==> config.mk <==
export PLATFORM = sky130hd
export DESIGN_NAME = video_capture
export DESIGN_NICKNAME = d
export VERILOG_FILES = /design/src/rtl/video_capture.sv
export SDC_FILE = /design/constraint.sdc
export NUM_CORES = 1
export LEC_CHECK = 0
export ABC_AREA = 1
export CAP_MARGIN = 20
export CORE_ASPECT_RATIO = 1.1
export CORE_MARGIN = 1.5
export CORE_UTILIZATION = 50
export DETAILED_ROUTE_END_ITERATION = 6
export PLACE_DENSITY = 0.69
export SLEW_MARGIN = 10
export SYNTH_ARGS = -nofsm -noshare
export SYNTH_HDL_FRONTEND = slang
export SYNTH_SLANG_ARGS = --single-unit
export TNS_END_PERCENT = 30
==> constraint.sdc <==
create_clock -name clock -period 3.5 [get_ports clock]
set_input_delay 0.7 -clock clock [delete_from_list [all_inputs] [get_ports clock]]
set_output_delay 0.7 -clock clock [all_outputs]
set_load 0.02 [all_outputs]
==> src/rtl/video_capture.sv <==
// Video capture front end: registers the sync inputs, frames pixels with a
// four-state capture FSM, scales each colour channel to OUT_W bits and queues
// {R,G,B, sof, sol} in a small FIFO drained by a valid/ready consumer.
module video_capture #(
    parameter int COLOR_W    = 3,
    parameter int OUT_W      = 8,
    parameter int SCALE_MODE = 0,
    parameter int FIFO_DEPTH = 16,
    parameter int NUM_FRAMES = 0
) (
    input  logic               clock,
    input  logic               reset,
    input  logic               enable,
    input  logic               HSYNC_n,
    input  logic               VSYNC_n,
    input  logic [COLOR_W-1:0] VIDEO_R,
    input  logic [COLOR_W-1:0] VIDEO_G,
    input  logic [COLOR_W-1:0] VIDEO_B,
    output logic               pix_valid,
    input  logic               pix_ready,
    output logic [3*OUT_W-1:0] pix_data,
    output logic               pix_sof,
    output logic               pix_sol,
    output logic [15:0]        frame_count,
    output logic               overflow,
    output logic               done
);

    localparam int AW = $clog2(FIFO_DEPTH);
    localparam int DW = 3*OUT_W + 2;
    localparam logic [AW:0] FULL_CNT = (AW+1)'(FIFO_DEPTH);

    typedef enum logic [1:0] {IDLE, WAIT_VS, CAPTURE, DONE} state_t;

    state_t state_q, state_d;

    // Stage 1: registered syncs, their previous values, aligned colour
    logic               hs_q, hs_d, vs_q, vs_d;
    logic               hs_prev_q, hs_prev_d, vs_prev_q, vs_prev_d;
    logic [COLOR_W-1:0] r1_q, r1_d, g1_q, g1_d, b1_q, b1_d;
    logic               sof_pend_q, sof_pend_d, sol_pend_q, sol_pend_d;
    logic [15:0]        frame_count_q, frame_count_d;

    // Stage 2: scaled pixel waiting to be written into the FIFO
    logic               s2_push_q, s2_push_d;
    logic [3*OUT_W-1:0] s2_data_q, s2_data_d;
    logic               s2_sof_q, s2_sof_d, s2_sol_q, s2_sol_d;

    // FIFO bookkeeping
    logic [AW-1:0]      wr_ptr_q, wr_ptr_d, rd_ptr_q, rd_ptr_d;
    logic [AW:0]        count_q, count_d;
    logic               overflow_q, overflow_d;
    logic [DW-1:0]      fifo_mem [FIFO_DEPTH];
    logic [DW-1:0]      head;

    logic vs_rise, vs_fall, hs_rise, capture_push, enter_capture;
    logic fifo_full, fifo_pop, fifo_wr;

    logic [COLOR_W-1:0] chan_in  [3];
    logic [OUT_W-1:0]   chan_out [3];

    // Widen one channel: zero-fill shift, or MSB-first replication of the input bits
    function automatic logic [OUT_W-1:0] scale_chan(input logic [COLOR_W-1:0] c);
        logic [OUT_W-1:0] r;
        r = OUT_W'(c) << (OUT_W - COLOR_W);
        if (SCALE_MODE == 1) begin
            for (int j = 0; j < OUT_W; j++) begin
                r[OUT_W-1-j] = c[COLOR_W-1-(j % COLOR_W)];
            end
        end
        return r;
    endfunction

    assign chan_in[0] = r1_q;
    assign chan_in[1] = g1_q;
    assign chan_in[2] = b1_q;

    generate
        for (genvar gi = 0; gi < 3; gi++) begin : g_scale
            assign chan_out[gi] = scale_chan(chan_in[gi]);
        end
    endgenerate

    assign vs_rise = vs_q & ~vs_prev_q;
    assign vs_fall = ~vs_q & vs_prev_q;
    assign hs_rise = hs_q & ~hs_prev_q;

    // FSM state register
    always_ff @(posedge clock) begin
        if (reset) state_q <= IDLE;
        else       state_q <= state_d;
    end

    // FSM next state and frame counting; enable low aborts to IDLE except in DONE
    always_comb begin
        state_d       = state_q;
        frame_count_d = frame_count_q;
        case (state_q)
            IDLE: begin
                if (enable) state_d = WAIT_VS;
            end
            WAIT_VS: begin
                if (!enable)     state_d = IDLE;
                else if (vs_rise) state_d = CAPTURE;
            end
            CAPTURE: begin
                if (!enable) begin
                    state_d = IDLE;
                end else if (vs_fall) begin
                    frame_count_d = frame_count_q + 16'd1;
                    if (NUM_FRAMES != 0 && frame_count_d == 16'(NUM_FRAMES))
                        state_d = DONE;
                    else
                        state_d = WAIT_VS;
                end
            end
            DONE: state_d = DONE;
            default: state_d = IDLE;
        endcase
        enter_capture = (state_q == WAIT_VS) && (state_d == CAPTURE);
    end

    // Sync capture, sof/sol tracking, scaling stage and FIFO pointer arithmetic
    always_comb begin
        hs_d      = HSYNC_n;
        vs_d      = VSYNC_n;
        hs_prev_d = hs_q;
        vs_prev_d = vs_q;
        r1_d      = VIDEO_R;
        g1_d      = VIDEO_G;
        b1_d      = VIDEO_B;

        capture_push = (state_q == CAPTURE) && hs_q && vs_q;

        sof_pend_d = sof_pend_q;
        if (enter_capture)     sof_pend_d = 1'b1;
        else if (capture_push) sof_pend_d = 1'b0;

        sol_pend_d = sol_pend_q;
        if (capture_push)  sol_pend_d = 1'b0;
        else if (hs_rise)  sol_pend_d = 1'b1;

        s2_push_d = capture_push;
        s2_data_d = {chan_out[0], chan_out[1], chan_out[2]};
        s2_sof_d  = sof_pend_q;
        s2_sol_d  = sol_pend_q | hs_rise | sof_pend_q;

        // A pop in the same cycle frees the slot, so a full FIFO still accepts
        fifo_full = (count_q == FULL_CNT);
        fifo_pop  = pix_valid & pix_ready;
        fifo_wr   = s2_push_q & (~fifo_full | fifo_pop);

        wr_ptr_d = fifo_wr  ? wr_ptr_q + AW'(1) : wr_ptr_q;
        rd_ptr_d = fifo_pop ? rd_ptr_q + AW'(1) : rd_ptr_q;
        count_d  = count_q;
        if (fifo_wr && !fifo_pop)      count_d = count_q + (AW+1)'(1);
        else if (!fifo_wr && fifo_pop) count_d = count_q - (AW+1)'(1);

        overflow_d = overflow_q | (s2_push_q & fifo_full & ~fifo_pop);
    end

    // Pipeline and FIFO control registers; syncs reset to their inactive (high) level
    always_ff @(posedge clock) begin
        if (reset) begin
            hs_q          <= 1'b1;
            vs_q          <= 1'b1;
            hs_prev_q     <= 1'b1;
            vs_prev_q     <= 1'b1;
            r1_q          <= '0;
            g1_q          <= '0;
            b1_q          <= '0;
            sof_pend_q    <= 1'b0;
            sol_pend_q    <= 1'b0;
            frame_count_q <= '0;
            s2_push_q     <= 1'b0;
            s2_data_q     <= '0;
            s2_sof_q      <= 1'b0;
            s2_sol_q      <= 1'b0;
            wr_ptr_q      <= '0;
            rd_ptr_q      <= '0;
            count_q       <= '0;
            overflow_q    <= 1'b0;
        end else begin
            hs_q          <= hs_d;
            vs_q          <= vs_d;
            hs_prev_q     <= hs_prev_d;
            vs_prev_q     <= vs_prev_d;
            r1_q          <= r1_d;
            g1_q          <= g1_d;
            b1_q          <= b1_d;
            sof_pend_q    <= sof_pend_d;
            sol_pend_q    <= sol_pend_d;
            frame_count_q <= frame_count_d;
            s2_push_q     <= s2_push_d;
            s2_data_q     <= s2_data_d;
            s2_sof_q      <= s2_sof_d;
            s2_sol_q      <= s2_sol_d;
            wr_ptr_q      <= wr_ptr_d;
            rd_ptr_q      <= rd_ptr_d;
            count_q       <= count_d;
            overflow_q    <= overflow_d;
        end
    end

    // FIFO storage write port
    always_ff @(posedge clock) begin
        if (fifo_wr && !reset) fifo_mem[wr_ptr_q] <= {s2_data_q, s2_sof_q, s2_sol_q};
    end

    // Head of queue is shown directly so a pixel is visible the cycle after its write
    assign head        = fifo_mem[rd_ptr_q];
    assign pix_valid   = (count_q != '0);
    assign pix_data    = pix_valid ? head[DW-1:2] : '0;
    assign pix_sof     = pix_valid & head[1];
    assign pix_sol     = pix_valid & head[0];
    assign frame_count = frame_count_q;
    assign overflow    = overflow_q;
    assign done        = (state_q == DONE);

endmodule

After elaboration in Yosys (flattened, before gate mapping)
Memories as Yosys holds them, arrays and structs flattened. A register that Yosys moved wholly into a read port is not among the register bits.
Cells that the tools add are included.
- register bits after elaboration: 74
- latch bits: 0
- RAM bits: 416
- ROM bits: 0
- bits of input ports: 15
- output and inout port bits: 45
- logic and storage cells: 79
- memories: 1
- memory list (memory ; depth ; bits a word ; rd ports ; clocked after memory_dff ; write ports ; RTL line ; source):
    fifo_mem ; 16 ; 26 ; 1 ; 1 ; 1 ; 53 ; logic [DW-1:0] fifo_mem [FIFO_DEPTH];
- add/sub/neg operators: 5
- multipliers: 0
- div/mod/pow operators: 0
- $lt $le $gt $ge: 0
- equality and inequality tests: 5
- shift-type cells: 0
- multiplexer cells: 15
- bitwise operators: 18
- reduce and logical (&&, ||, !) cells: 15
- operators with widths (cell ; number):
    2-to-1 mux 24 bit ; 1
    adder 16 x 1 -> 16 bit (second input constant) ; 1
    2-to-1 mux 2 bit ; 5
    2-to-1 mux 5 bit ; 2
    AND 1 bit ; 9
    adder 4 x 1 -> 4 bit (second input constant) ; 2
    2-to-1 mux 4 bit ; 2
    one-hot mux 2 bit (4 select lines) ; 1
    equality test 2 bit (second input constant) ; 3
    logical AND 1 bit ; 6
    adder 5 x 1 -> 5 bit (second input constant) ; 1
    equality test 5 bit (second input constant) ; 1
    NOT 1 bit ; 5
    nonzero test 5 bit ; 1
    subtractor 5 x 1 -> 5 bit (second input constant) ; 1
    2-to-1 mux 1 bit ; 4
    bitwise OR 1 bit ; 4
    nonzero test 2 bit ; 2
    zero test 1 bit ; 3
    AND reduction 3 bit ; 1
    equality test 2 x 1 -> 1 bit (second input constant) ; 1
    zero test 2 bit ; 1
    OR reduction 2 bit ; 1

Logic depth before layout (Yosys ltp)
- depth in word-level cells: 8
- mapped depth: 14
- mapped depth without buffers: 14

Worst setup path before layout
OpenSTA, ideal clock, no wires.
- path type: input port to flip-flop
- from: input pix_ready
- to: register count_q[3]
- setup time: 0.115 ns
- data arrival time: 2.181 ns
- data required time: 3.385 ns
- path slack: 1.204 ns
- cell stages on the path: 12
- path buffers: 0
- cell sequence: nor2_1 -> nand4_1 -> nand2_2 -> inv_2 -> ha_1 -> inv_1 -> ha_1 -> a21oi_1 -> nand2_1 -> xor2_1 -> o21ai_0 -> inv_1
- cells in the longest elaborated chain, start to end: 6
- elaborated cells between the ends (all ways): 9
- classes of those cells: mux: 1; bitwise: 3; reduce/logical: 5
- RTL lines (item ; RTL line ; source):
    start, declared ; 20 ; input logic pix_ready,
    AND 1 bit (*) ; 150 ; fifo_pop = pix_valid & pix_ready;
    bitwise OR 1 bit ; 151 ; fifo_wr = s2_push_q & (~fifo_full | fifo_pop);
    AND 1 bit ; 151 ;
    zero test 1 bit ; 157 ; else if (!fifo_wr && fifo_pop) count_d = count_q - (AW+1)'(1);
    logical AND 1 bit ; 157 ;
    nonzero test 2 bit (no source line) ; -- ;
    end signal, assigned ; 200 ; count_q <= count_d;
    end, declared ; 51 ; logic [AW:0] count_q, count_d;
Every way passes the cells marked *; elsewhere a longest branch is shown, timed or not.
A chain may end at the register's enable or synchronous reset.

==> results.sh <==
export IMPL_cp_required_ns=2.80
export IMPL_dpl_cell_area_um2=10500
export IMPL_drt_iter0_markers=582
export IMPL_drc=0
export IMPL_crit_top_cell="nand2_1"
export IMPL_final_common_cell="nand2_1"
export IMPL_drive_gt1_share_pct=8.41
export IMPL_period_share_pct=96.8
export IMPL_p_per_area_nw_per_um2=693
export IMPL_grt_first_pass_wirelength_um=33500
export IMPL_crit_path_end_kind="output pin"
export IMPL_initial_core_util_pct=51.2
export IMPL_cp_start_kind="register"
export IMPL_fin_tns_setup_ns=0
export IMPL_holdWs_ns=0.400
export IMPL_syn_area_um2=9850
export IMPL_timing_final_crit_period_ns=3.39
export IMPL_cts_tree="done"
export IMPL_viasPerCell=5.21
export IMPL_path_cells="buf_4 -> nand3_1 -> nand2_1 -> nand2_1 -> a21oi_1 -> clkdlybuf4s50_1"
export IMPL_drtAntennaViolNets=0
export IMPL_setup_violations=0
export IMPL_use_met1_pct=28.3
export IMPL_final_cell_mix="nand2_1, edfxtp_1, nand3_1, nor2_1, dfxtp_1"
export IMPL_fin_ws_ns=0.113
export IMPL_synth_edf_count=176
export IMPL_h_tree_depth=1
export IMPL_crit_path_max_fanout=13
export IMPL_nets=1030
export IMPL_fillers=1619
export IMPL_wire_per_inst_um=16.7
export IMPL_place_congestion=0.864
export IMPL_worstSkewPairLatency_ns=0.52
export IMPL_grtUsageMet2_pct=35.7
export IMPL_clk_pin_slew_ns=0.06
export IMPL_syn_area_per_cell_um2=10.4
export IMPL_maxSlewHeadroom_pct=45.1
export IMPL_max_freq_ghz=0.295
export IMPL_clock_sinks=239
export IMPL_slew_violations=0
export IMPL_diodes=0
export IMPL_grt_usage_pct=21.2
export IMPL_worst_setup_path_type="reg -> out"
export IMPL_die_w_um=137
export IMPL_synth_warnings=0
export IMPL_maxCapViolCount=0
export IMPL_yosysSeqAreaShare_pct=66.5
export IMPL_synth_cell_types=36
export IMPL_die_y_um=150
export IMPL_core_um2=19200
export IMPL_leakage_uw=0.00437
export IMPL_preCtsSetupSlack_ns=0.553
export IMPL_async_flop_share_pct=0
export IMPL_cts_max_path_buffers=3
export IMPL_cpPeakStageDelay_ns=0.66
export IMPL_globalRouteOverflowTotal=0
export IMPL_hold_path_class="reg -> reg"
export IMPL_crit_family="buffers and inverters"
export IMPL_pin_count=60
export IMPL_ir_drop_v=0.000597
export IMPL_cts_setup_buffers=0
export IMPL_cts_root_buffer="clkbuf_16"
export IMPL_skew_ns=0.0122
export IMPL_multi_input_area_um2=2730
export IMPL_numCtsBuffers=25
export IMPL_hold_viol_final=0
export IMPL_vias=6609
export IMPL_slowest_stage="dfxtp_1"
export IMPL_worstMarginPinSlew_ns=0.822
export IMPL_grt_max_degree=45
export IMPL_synth_ff_type="edfxtp_1"
export IMPL_rsz0062_at_grt="false"
export IMPL_io_buffers=44
export IMPL_postCtsHoldBufs=0
export IMPL_top_usage_layer="met2"
export IMPL_area_growth_syn_to_layout_pct=15.3
export IMPL_grt_pass1_vias=6316
export IMPL_path_buf_inv=2
export IMPL_synth_seq_cells=239
export IMPL_floorplan_die_area_um2=20500
export IMPL_drt_wl_total_um=21200
export IMPL_hpwl_um=13000
export IMPL_antenna_found_initial=0
export IMPL_outcome="finished clean"
export IMPL_cp_arrival_ns=2.69
export IMPL_use_met3_pct=3.84
export IMPL_synth_cells=947
export IMPL_rows=53
export IMPL_ff_latch_area_um2=6550
export IMPL_dr_pass1_iters=5
export IMPL_stdcell_area_um2=11400
## final timing paths
check | start | end | slack, ns | depth (start not counted)
min reg2reg | r1_q[1] | s2_data_q[22] | 0.40 | 2
min | r1_q[1] | s2_data_q[22] | 0.40 | 2
max reg2reg | count_q[0] | count_q[3] | 1.17 | 11
max | register | pix_data[23] | 0.11 | 6
## sequential cells by signal, summed over array words and instances, names as in the netlist, 2 cells and up, named ones only
name         flops
s2_data_q        9
state_q          2
fifo_mem       176
wr_ptr_q         4
rd_ptr_q         4
count_q          5
r1_q             3
b1_q             3
frame_count     16
g1_q             3
## layer usage
layer / part of all wire, % / up-vias / wire (um)
met2: 49 / 178 / 10400
met1: 43 / 3133 / 9000
met5: 0 / - / 0
met4: 2.2 / 0 / 456
met3: 6.0 / 35 / 1270
li1: - / 3263 / -
## repair_timing
action	in CTS	in global routing
endpoints found under the setup margin	0	5
endpoints found under the hold margin	0	0
gates resized for setup	0	3
## cell type report
class,instances,share of cell area [%]
repair buffers,72,5.87
multi-input cells,599,24.1
inverters,66,2.25
well taps,247,2.72
flip-flops and latches,239,57.7
clock buffers,31,6.15
clock inverters,15,1.26
## synthesized netlist by cell type, types with 3 or more instances
library cell,n,area (um2)
nand4_1,6,37.5
edfxtp_1,176,5290
nand2_1,266,998
inv_1,60,225
nor3_1,4,20.0
nor2_1,70,263
a21oi_1,35,175
buf_1,5,18.8
ha_1,11,138
buf_4,16,120
buf_2,19,95.1
dfxtp_1,63,1260
xnor2_1,3,26.3
inv_2,4,15.0
xor2_1,3,26.3
buf_6,9,101
clkbuf_1,7,26.3
o21ai_0,16,80.1
nand3_1,151,756
## worst min-delay path, cell delays in order, from the launching register on
cell     delay [ns]
dfxtp_1        0.29
inv_1          0.04
nor2_1         0.03
## report_power, final
part           switching, uW  internal (uW)  total (uW)
sequential              81.1           3090        3170
clock                   1080           1570        2650
combinational           1340            708        2050
## kinds of logic (layout without fill, tap and decap cells)
kind of cell	after synthesis	in the layout	synth area share (%)
adders and majority gates	12	12	1.60
and+or+nand+nor	507	507	21.9
DFF	239	239	66.5
AOI/OAI and AO/OA	59	59	3.15
xor gates and xnor gates	6	6	0.534
other	1	15	0.0381
buffers and inverters	123	184	6.29
## metrics by stage
step | utilization, % | cells | total power, uW
after floorplan | - | 961 | 4630
after global placement | 54.6 | 1223 | 5240
after detailed placement | 54.6 | 1223 | 5270
after CTS | 59.0 | 1269 | 7910
after global routing | 59.0 | 1269 | 8230
final | 59.0 | 1269 | 7870
Note: power is estimated with default switching activity, not from simulation.
